==> src/rtl/uart_tx_queue.sv <==
`default_nettype none
// ============================================================================
// Module   : uart_tx_queue
// Purpose  : Circular byte queue that feeds a UART transmitter one frame at
//            a time through a start-pulse / done-pulse handshake.
// Revision : 1.0
// ============================================================================
module uart_tx_queue #(
    parameter int DEPTH = 4,
    parameter int PTR_W = 2
) (
    input  logic             clk,
    input  logic             rst_n,
    input  logic             i_wrEnable,
    input  logic [7:0]       i_wrBits,
    input  logic             i_doneTx,
    output logic             o_enableTx,
    output logic [7:0]       o_bitsTx,
    output logic             o_full,
    output logic             o_empty,
    output logic [PTR_W:0]   o_count,
    output logic             o_busy,
    output logic             o_overflow
);

    localparam logic [1:0]       c_IDLE      = 2'd0;
    localparam logic [1:0]       c_SEND      = 2'd1;
    localparam logic [1:0]       c_WAIT_DONE = 2'd2;
    localparam logic [PTR_W:0]   c_FULL_CNT  = (PTR_W + 1)'(DEPTH);
    localparam logic [PTR_W:0]   c_CNT_ONE   = (PTR_W + 1)'(1);
    localparam logic [PTR_W-1:0] c_PTR_ONE   = PTR_W'(1);

    logic [1:0]       r_state;
    logic [1:0]       w_nextState;
    logic [PTR_W-1:0] r_wrPtr;
    logic [PTR_W-1:0] r_rdPtr;
    logic [PTR_W:0]   r_count;
    logic [7:0]       r_mem [DEPTH];
    logic [7:0]       r_bitsTx;
    logic             r_enableTx;
    logic             r_overflow;
    logic             w_full;
    logic             w_push;
    logic             w_pop;
    logic             w_enableTxNext;

    assign w_full = (r_count == c_FULL_CNT);
    // A push while full is dropped even if a pop frees a slot on the same edge.
    assign w_push = i_wrEnable && !w_full;

    // State register
    always_ff @(posedge clk or negedge rst_n) begin
        if (!rst_n) begin
            r_state <= c_IDLE;
        end else begin
            r_state <= w_nextState;
        end
    end

    // Next-state logic
    always_comb begin
        w_nextState = r_state;
        case (r_state)
            c_IDLE:      if (r_count != '0) w_nextState = c_SEND;
            c_SEND:      w_nextState = c_WAIT_DONE;
            c_WAIT_DONE: if (i_doneTx) w_nextState = c_IDLE;
            default:     w_nextState = c_IDLE;
        endcase
    end

    // Output logic: the start pulse is registered from the SEND state
    always_comb begin
        w_pop          = 1'b0;
        w_enableTxNext = 1'b0;
        case (r_state)
            c_IDLE:  w_pop          = (r_count != '0);
            c_SEND:  w_enableTxNext = 1'b1;
            default: ;
        endcase
    end

    always_ff @(posedge clk) begin
        if (w_push) begin
            r_mem[r_wrPtr] <= i_wrBits;
        end
    end

    always_ff @(posedge clk or negedge rst_n) begin
        if (!rst_n) begin
            r_wrPtr    <= '0;
            r_rdPtr    <= '0;
            r_count    <= '0;
            r_bitsTx   <= 8'h00;
            r_enableTx <= 1'b0;
            r_overflow <= 1'b0;
        end else begin
            r_enableTx <= w_enableTxNext;
            if (w_push) begin
                r_wrPtr <= r_wrPtr + c_PTR_ONE;
            end
            if (w_pop) begin
                r_rdPtr  <= r_rdPtr + c_PTR_ONE;
                r_bitsTx <= r_mem[r_rdPtr];
            end
            case ({w_push, w_pop})
                2'b10:   r_count <= r_count + c_CNT_ONE;
                2'b01:   r_count <= r_count - c_CNT_ONE;
                default: r_count <= r_count;
            endcase
            if (i_wrEnable && w_full) begin
                r_overflow <= 1'b1;
            end
        end
    end

    assign o_enableTx = r_enableTx;
    assign o_bitsTx   = r_bitsTx;
    assign o_full     = w_full;
    assign o_empty    = (r_count == '0);
    assign o_count    = r_count;
    assign o_busy     = (r_state != c_IDLE);
    assign o_overflow = r_overflow;

endmodule
`default_nettype wire

==> config.mk <==
export PLATFORM = sky130hd
export DESIGN_NAME = uart_tx_queue
export DESIGN_NICKNAME = d
export VERILOG_FILES = /design/src/rtl/uart_tx_queue.sv
export SDC_FILE = /design/constraint.sdc
export NUM_CORES = 1
export LEC_CHECK = 0
export ABC_AREA = 0
export CAP_MARGIN = 20
export CORE_AREA = 10 10 98 65
export CTS_CLUSTER_SIZE = 12
export DETAILED_ROUTE_END_ITERATION = 10
export DIE_AREA = 0 0 108 75
export GPL_ROUTABILITY_DRIVEN = 0
export PLACE_DENSITY = 0.69
export SLEW_MARGIN = 20
export SYNTH_ARGS = -nofsm -noshare
export SYNTH_HDL_FRONTEND = slang
export SYNTH_SLANG_ARGS = --single-unit
==> constraint.sdc <==
create_clock -name clk -period 1.89 [get_ports clk]
set_clock_uncertainty 0.05 [all_clocks]
set_input_delay 0.189 -clock clk [delete_from_list [all_inputs] [get_ports clk]]
set_output_delay 0.189 -clock clk [all_outputs]
set_load 0.03 [all_outputs]
======== Word level (Yosys, flattened, before mapping) ========
Memories as Yosys holds them, arrays and structs flattened. A register that Yosys moved wholly into a read port is not among the register bits.
Index checks and enable logic that the tools add are counted.
cells by class
  multiplexer cells ....................... 8
  equal/unequal tests ..................... 7
  $add $sub $neg .......................... 4
  reduce and logical (&&, ||, !) cells .... 10
operators by type and width
  cell                 count
  $pmux 2 s3           1
  $pmux 3 s2           1
  $add 2x1->2 const B  2
  $eq 2x1->1 const B   2
  $eq 2x2->1 const B   2
  $mux 1               4
  $mux 2               2
  $ne 2x2->1 const B   2
  $reduce_bool 2->1    2
  $add 3x1->3 const B  1
  $eq 3x3->1 const B   1
  $logic_not 3->1      1
  $reduce_bool 3->1    1
  $sub 3x1->3 const B  1
  $logic_and 1x1->1    2
  $logic_not 1->1      2
  $logic_not 2->1      1
  $reduce_and 2->1     1
word-level totals
  output and inout port bits .............. 16
  register bits ........................... 11
  memories kept ........................... 1
  logic and storage cells ................. 36
  input port bits ......................... 12
  RAM bits ................................ 32
memory list
  memory  depth  width  rd ports  clocked after memory_dff  wr ports  line  text
  r_mem   4      8      1         1                         1         38    logic [7:0] r_mem [DEPTH];

======== Logic depth before layout (Yosys ltp) ========
Gate-level depths: netlist of run 1.
  depth in word-level cells ............... 5
  mapped depth ............................ 9
  mapped depth without buffers ............ 9

======== Worst setup path before layout of run 1 ========
Ideal clock, no wire load.
  path type ............................... reg-to-reg
  start point ............................. reg r_count[2], in the netlist o_count[2]
  end point ............................... reg r_count[2], in the netlist o_count[2]
  slack ................................... -0.629 ns
  data arrival time ....................... 2.389 ns
  data required time ...................... 1.759 ns
  stages on the path, launching flop included .. 10
  path buffers ............................ 0
  setup time .............................. 0.081 ns
  period minus slack after synthesis ...... 2.519 ns
  cell sequence ........................... dfrtp_1 > nor3b_2 > nor2b_1 > inv_1 > ha_1 > inv_1 > fa_1 > xor2_1 > nor2_1 > xor2_1
on the way
  longest elaborated chain between the ends .. 5
  elaborated cells between the ends (all ways) .. 11
  those cells by class .................... 2 x add/sub; 3 x eq/ne; 2 x mux; 4 x reduce/logical
RTL lines
  element                                                 line  text
  start: declaration                                      37    logic [PTR_W:0] r_count;
  start signal: assignment                                106   2'b10: r_count <= r_count + c_CNT_ONE;
  start signal: assignment                                107   2'b01: r_count <= r_count - c_CNT_ONE;
  start signal: assignment                                108   default: r_count <= r_count;
  $eq 3x3->1 (*)                                          47    assign w_full = (r_count == c_FULL_CNT);
  via o_full                                              19    output logic o_full,
  $logic_not 1->1 (*)                                     49    assign w_push = i_wrEnable && !w_full;
  $logic_and 1x1->1 (*)                                   49
  $eq 2x1->1 / $eq 2x2->1 (equally long branches)         105   case ({w_push, w_pop})
  $pmux 3 s2 / $reduce_bool 2->1 (equally long branches)  n/a
Mark *: on every way through the listed nets, which the timed path passes. The rest lies on a longest branch.
A chain may end at the register's enable or synchronous reset.

======== Worst setup path in the final report of run 1 ========
  start point ............................. reg r_count[1], in the netlist o_count[1]
  end point ............................... reg r_count[2], in the netlist o_count[2]
on the way
  longest elaborated chain between the ends .. 5
  elaborated cells between the ends (all ways) .. 11
  those cells by class .................... 2 x add/sub; 3 x eq/ne; 2 x mux; 4 x reduce/logical
RTL lines
  element                                                 line
  $eq 3x3->1                                              47
  $logic_not 1->1                                         49
  $logic_and 1x1->1                                       49
  $eq 2x1->1 / $eq 2x2->1 (equally long branches)         105
  $pmux 3 s2 / $reduce_bool 2->1 (equally long branches)  n/a
Parallel ways exist; a longest one is shown, timed or not.

==> summary.md, run 1 <==
| Metric | Value |
|---|---|
| Status | `finished with violations` |
| Failing checks | `negative setup slack` |
| Starting density of the core | `44.5%` |
| Total wire length | `3910 µm` |
| Post-synth cell types | `21` |
| Num CTS Buffers | `5` |
| Post-Route M1 WL | `1730 µm` |
| Final max-slew violation count | `0` |
| Via density per instance | `4.80` |
| CTS root buffer | `clkbuf_8` |
| Row count | `19` |
| Clock Sinks | `51` |
| Core footprint | `4540 µm²` |
| Reg power frac | `37.9%` |
| Synthesized area | `2020 µm²` |
| CTS Hold Bufs | `0` |
| Avg WL per Cell | `17.7 µm` |
| Dominant synthesized flop cell | `edfxtp_1` |
| Synth Warn # | `0` |
| Critical Path RT | `2.05 ns` |
| FFs w/ async S/R, synth | `37.3%` |
| Highest net fanout along the worst path | `3` |
| Die area | `8100 µm²` |
| Initial antenna violation count | `0` |
| I/O pins | `28` |
| Net switching power | `0.00162 W` |
| Post-synthesis sequential area ratio | `71.1%` |
| Max-capacitance violation count | `0` |
| Int Power | `0.00313 W` |
| Fmax | `0.515 GHz` |
| Router iterations before antenna repair | `3` |
| Synth Instances | `106` |
| Cell leakage power | `1.04 nW` |
| DRT antenna net count | `0` |
| Hold Vio Cnt, Final | `0` |
| Area grow syn2layout | `32.9%` |
| Fin crit period | `1.94 ns` |
| First-pass GRT wire length | `6080 µm` |
| Met2 Wirelength | `1950 µm` |
| Drt initial violations | `31` |
| H-tree Lvls | `2` |
| Highest Signal Layer | `met4` |
| Post-synth EDFFs | `32` |
| Worst-path clk slew | `0.09 ns` |
| PortBufs | `27` |
| Crit Path Category | `flop to flop` |
| DR DRC count | `0` |
| Clock power frac | `15.2%` |
| Clock Latency Late Sink | `0.29 ns` |
| CTS max path bufs | `2` |
| Normalized max-slew margin | `71.4%` |
| Startpoint Class | `flop` |
| Critical Path AT | `2.10 ns` |
| Final setup fails | `1` |
| Net Sw Frac | `34.1%` |
| Die X-Extent | `108 µm` |
| Total Routing Usage GR | `10.0%` |
| Final HPWL DP | `2700 µm` |
| Worst setup startpoint | `o_count[1]` |
| Actual slew at the worst max-slew pin | `0.430 ns` |
| Worst R2R Start | `o_count[1]` |
| CTS tree | `built` |
| Global route total overflow | `0` |
| DP Worst Slack | `-0.0773 ns` |
| Number of global-route vias before repair | `1,181` |
| Via count of the routed design | `1,061` |
| Total power | `0.00474 W` |
| Fin nets | `175` |
| PD cells | `1770 nW/µm²` |
| #FFs+latches synth | `51` |
| Most common cell after layout, fill and taps aside | `edfxtp_1` |
| CP Capture Type | `flop` |
| Worst hold path type | `input port to asynchronous set/reset pin` |
| Period utilization | `103%` |
| ANT cells | `0` |
| Die extent in y | `75 µm` |
| RSZ-0062 raised after global routing | `true` |
| Peak VDD IR | `1030 µV` |
| Largest net degree at the start of global routing | `20` |
| Met3 wire length | `185 µm` |
| Commonest non-fill, non-tap cells in the layout | `edfxtp_1 (32), clkdlybuf4s50_1 (24), dfrtp_1 (16), buf_4 (13), mux2_2 (9)` |
| PnR worst setup slack | `-0.0533 ns` |
| Syn_nets | `124` |
| Share of post-route cells with drive strength above 1 | `32.9%` |
| Combinational Power Share | `46.9%` |
| Synthesized area per cell | `19.1 µm²` |
## cell families after synthesis
kind of cell,Yosys count,share of synthesized area [%]
mux,18,14.4
buf+inv,9,2.04
compound gates,2,0.743
simple gates,14,4.96
xor+xnor,6,2.60
flops,51,71.1
fa+ha+maj,6,4.09
## per-stage QoR
stage                     setup TNS [ns]  util (%)  instances  hold WS (ns)  area [µm²]
after floorplan                   -0.527         -        106        -0.157        2040
after global placement          -0.00182      55.1        204         0.400        2500
after detailed placement         -0.0773      55.1        204         0.414        2500
after CTS                        -0.0473      58.1        216         0.193        2640
after global routing              -0.208      59.1        221         0.211        2680
final                            -0.0533      59.1        221         0.182        2680
## power groups by stage
stage	logic, W	clock network [W]	registers (W)
final	0.00223	0.000720	0.00180
after global routing	0.00239	0.000786	0.00185
after CTS	0.00217	0.000738	0.00181
after detailed placement	0.00210	0	0.00185
after global placement	0.00202	0	0.00182
after floorplan	0.00104	0	0.00206
## per-layer routing
| metal | vias up | global-route usage, % |
|---|---|---|
| met5 | - | 0 |
| met4 | 0 | 3.98 |
| met3 | 5 | 3.41 |
| met2 | 18 | 16.4 |
| met1 | 542 | 12.1 |
| li1 | 496 | - |
## sequential cells by signal, summed over array words and instances (netlist names)
register    cells
r_wrPtr         2
o_count         3
o_overflow      1
r_mem          32
o_bitsTx        8
r_state         2
o_enableTx      1
r_rdPtr         2
## cells in the mapped netlist, types with 2 or more instances
library cell	number	area (µm²)
mux4_2	8	180
xnor2_1	3	26.3
mux2_2	9	101
dfrtp_1	19	475
inv_1	7	26.3
edfxtp_1	32	961
nor2b_1	2	12.5
xor2_1	3	26.3
nor2_1	3	11.3
a21o_1	2	15.0
ha_1	5	62.6
and2_1	4	25.0
## layout make-up
| cell class | count | area, µm² |
|---|---|---|
| multi-input cells | 46 | 562 |
| clock inverters | 1 | 30.0 |
| fillers | 344 | 1860 |
| well taps | 63 | 78.8 |
| inverters | 7 | 26.3 |
| clock buffers | 7 | 76.3 |
| repair buffers | 46 | 470 |
| flip-flops and latches | 51 | 1440 |
## what timing repair did
action	4_1_cts	5_1_grt
setup buffers	4	5
gates resized for setup	2	3
cloned	0	0
endpoints found under the setup margin	3	4
pin swaps	4	3
## path summary, 6_finish.rpt
check	to	slack, ns	cells after the start
worst max-delay path	o_count[2]	-0.05	9
worst min-delay path	o_bitsTx[0]	0.18	2
worst max register to register	o_count[2]	-0.05	9
worst min register to register	o_overflow	0.44	1
max in group asynchronous	o_count[2]	1.36	2
min in group clk	o_overflow	0.44	1
## critical path: stages, from the launching register on
cell and delay [ns]:
dfrtp_2 0.44, nor3b_4 0.26, nor2b_2 0.07, inv_1 0.06, ha_2 0.18, inv_2 0.04, fa_2 0.33, xor2_1 0.14
nor2_1 0.12, xor2_1 0.17
No activity file was read; power rests on OpenSTA's default activity.
==> inputs of run 2 (changes only) <==
--- a/config.mk
+++ b/config.mk
@@ -7,12 +7,12 @@
 export LEC_CHECK = 0
 export ABC_AREA = 0
 export CAP_MARGIN = 20
-export CORE_AREA = 10 10 98 65
+export CORE_AREA = 10 10 95 64
 export CTS_CLUSTER_SIZE = 12
 export DETAILED_ROUTE_END_ITERATION = 10
-export DIE_AREA = 0 0 108 75
+export DIE_AREA = 0 0 105 74
 export GPL_ROUTABILITY_DRIVEN = 0
-export PLACE_DENSITY = 0.69
+export PLACE_DENSITY = 0.72
 export SLEW_MARGIN = 20
 export SYNTH_ARGS = -nofsm -noshare
 export SYNTH_HDL_FRONTEND = slang
==> summary.md, run 2 (same netlist as run 1, synthesis figures left out) <==
| Metric | Value |
|---|---|
| Critical-path cell list | `nor3b_4, nor2b_2, inv_1, ha_2, inv_2, fa_2, xor2_1, nor2_1, xor2_1` |
| Share of post-route cells with drive strength above 1 | `32.0%` |
| Clock power frac | `18.4%` |
| RSZ-0062 raised after global routing | `true` |
| Reg2Reg Depth | `9` |
| Die X-Extent | `105 µm` |
| Commonest non-fill, non-tap cells in the layout | `edfxtp_1 (32), clkdlybuf4s50_1 (24), dfrtp_1 (16), buf_4 (10), mux2_2 (9)` |
| Placed instance area | `2510 µm²` |
| # fillers | `343` |
| Die extent in y | `74 µm` |
| Global route total overflow | `0` |
| PortBufs | `27` |
| CTS root buffer | `clkbuf_8` |
| Design Area, Final | `2670 µm²` |
| Highest Signal Layer | `met4` |
| Fmax | `0.523 GHz` |
| Clock Latency Late Sink | `0.31 ns` |
| Worst hold path type | `input port to asynchronous set/reset pin` |
| Slowest cell on crit path | `dfrtp_2` |
| Int Power | `0.00317 W` |
| Hold Vio Cnt, Final | `0` |
| Top reg by flops | `r_mem` |
| Critical Path RT | `2.06 ns` |
| Hold slack | `0.185 ns` |
| Met3 wire length | `188 µm` |
| Final setup fails | `1` |
| Avg WL per Cell | `17.0 µm` |
| Starting density of the core | `46.2%` |
| Max reg flops | `32` |
| Peak VDD IR | `777 µV` |
| Total Routing Usage GR | `10.0%` |
| Failing checks | `negative setup slack` |
| Crit-path max cell delay | `0.46 ns` |
| CTS max path bufs | `2` |
| Die area | `7770 µm²` |
| I/O pins | `28` |
| Fin nets | `170` |
| Max-capacitance violation count | `0` |
| Startpoint Class | `flop` |
| CP Capture Type | `flop` |
| CTS tree | `built` |
| PD cells | `1790 nW/µm²` |
| Actual slew at the worst max-slew pin | `0.451 ns` |
| Final max-slew violation count | `0` |
| Worst setup startpoint | `o_count[0]` |
| Num CTS Buffers | `5` |
| ANT cells | `0` |
| Clock Sinks | `51` |
| Core footprint | `4370 µm²` |
| H-tree Lvls | `2` |
| Internal reg-to-reg setup slack | `-0.02 ns` |
| DR DRC count | `0` |
| Cell leakage power | `1.02 nW` |
| Via density per instance | `4.83` |
| Reg area | `1440 µm²` |
| Area grow syn2layout | `32.0%` |
| RR Endpoint | `o_count[2]` |
| Period utilization | `101%` |
| Fin crit period | `1.91 ns` |
| Largest net degree at the start of global routing | `20` |
| Final HPWL DP | `2650 µm` |
| Met2 Wirelength | `1770 µm` |
| Post-Route M1 WL | `1690 µm` |
| Net Sw Frac | `33.6%` |
| Multi-input gate area | `562 µm²` |
| Critical Path AT | `2.08 ns` |
| Via count of the routed design | `1,043` |
| Net switching power | `0.00160 W` |
| Total wire length | `3680 µm` |
| DRT antenna net count | `0` |
| Combinational Power Share | `43.6%` |
| Worst-path clk slew | `0.10 ns` |
| Number of global-route vias before repair | `1,181` |
| Normalized max-slew margin | `69.9%` |
| Drt initial violations | `35` |
| Total power | `0.00476 W` |
| Highest net fanout along the worst path | `3` |
| Initial antenna violation count | `0` |
| Worst R2R Start | `o_count[0]` |
| Most frequent cell on the critical path | `xor2_1` |
| Crit Path Category | `flop to flop` |
| First-pass GRT wire length | `6020 µm` |
| Row count | `19` |
| CTS Hold Bufs | `0` |
| Most common cell after layout, fill and taps aside | `edfxtp_1` |
| Reg power frac | `38.0%` |
| Status | `finished with violations` |
| PnR worst setup slack | `-0.0203 ns` |
| Router iterations before antenna repair | `4` |
run 2: cell type report:
class / instances / share of cell area (%)
flip-flops and latches: 51 / 54.0
clock buffers: 5 / 2.58
clock inverters: 3 / 2.54
well taps: 63 / 2.96
inverters: 7 / 0.986
repair buffers: 41 / 15.8
multi-input cells: 46 / 21.1
run 2: power by group through the flow:
stage | clock network (W) | logic (W) | registers (W)
4_1_cts | 0.000897 | 0.00212 | 0.00182
2_1_floorplan | 0 | 0.00104 | 0.00206
5_1_grt | 0.000943 | 0.00225 | 0.00186
6_report | 0.000878 | 0.00208 | 0.00181
3_5_place_dp | 0 | 0.00209 | 0.00185
3_3_place_gp | 0 | 0.00202 | 0.00182
run 2: worst max-delay path, delay by kind of cell (launching register included):
kind / cells / cell delay [ns]
XOR/XNOR: 2 / 0.29
AND/OR/NAND/NOR: 3 / 0.44
buffers and inverters: 2 / 0.10
adder cells (fa/ha/maj): 2 / 0.50
flip-flops: 1 / 0.46
run 2: repair_timing:
| action | in CTS | in global routing |
|---|---|---|
| gates resized for setup | 3 | 0 |
| setup buffers | 3 | 0 |
| pin swaps | 3 | 0 |
| setup endpoints to repair | 4 | 1 |
run 2: stage by stage:
stage	setup WS [ns]	utilization, %	setup TNS [ns]	std cells
finish	-0.0203	60.9	-0.0203	216
global route	-0.117	60.9	-0.117	216
floorplan	-0.322	-	-0.527	106
detailed placement	-0.0619	57.4	-0.0619	205
CTS	-0.0263	60.9	-0.0263	216
global placement	0.0103	57.4	0	205
run 2: worst max-delay path by stage:
stage / endpoint / cells after the start
floorplan: o_count[2] / 9
global placement: o_count[2] / 9
detailed placement: o_count[2] / 9
CTS: o_count[2] / 9
global route: o_count[2] / 9
finish: o_count[2] / 9
run 2: routing by layer:
layer	up-vias	GRT usage, %
met3	4	3.36
li1	481	-
met1	535	12.5
met4	0	3.18
met2	23	16.5
met5	-	0
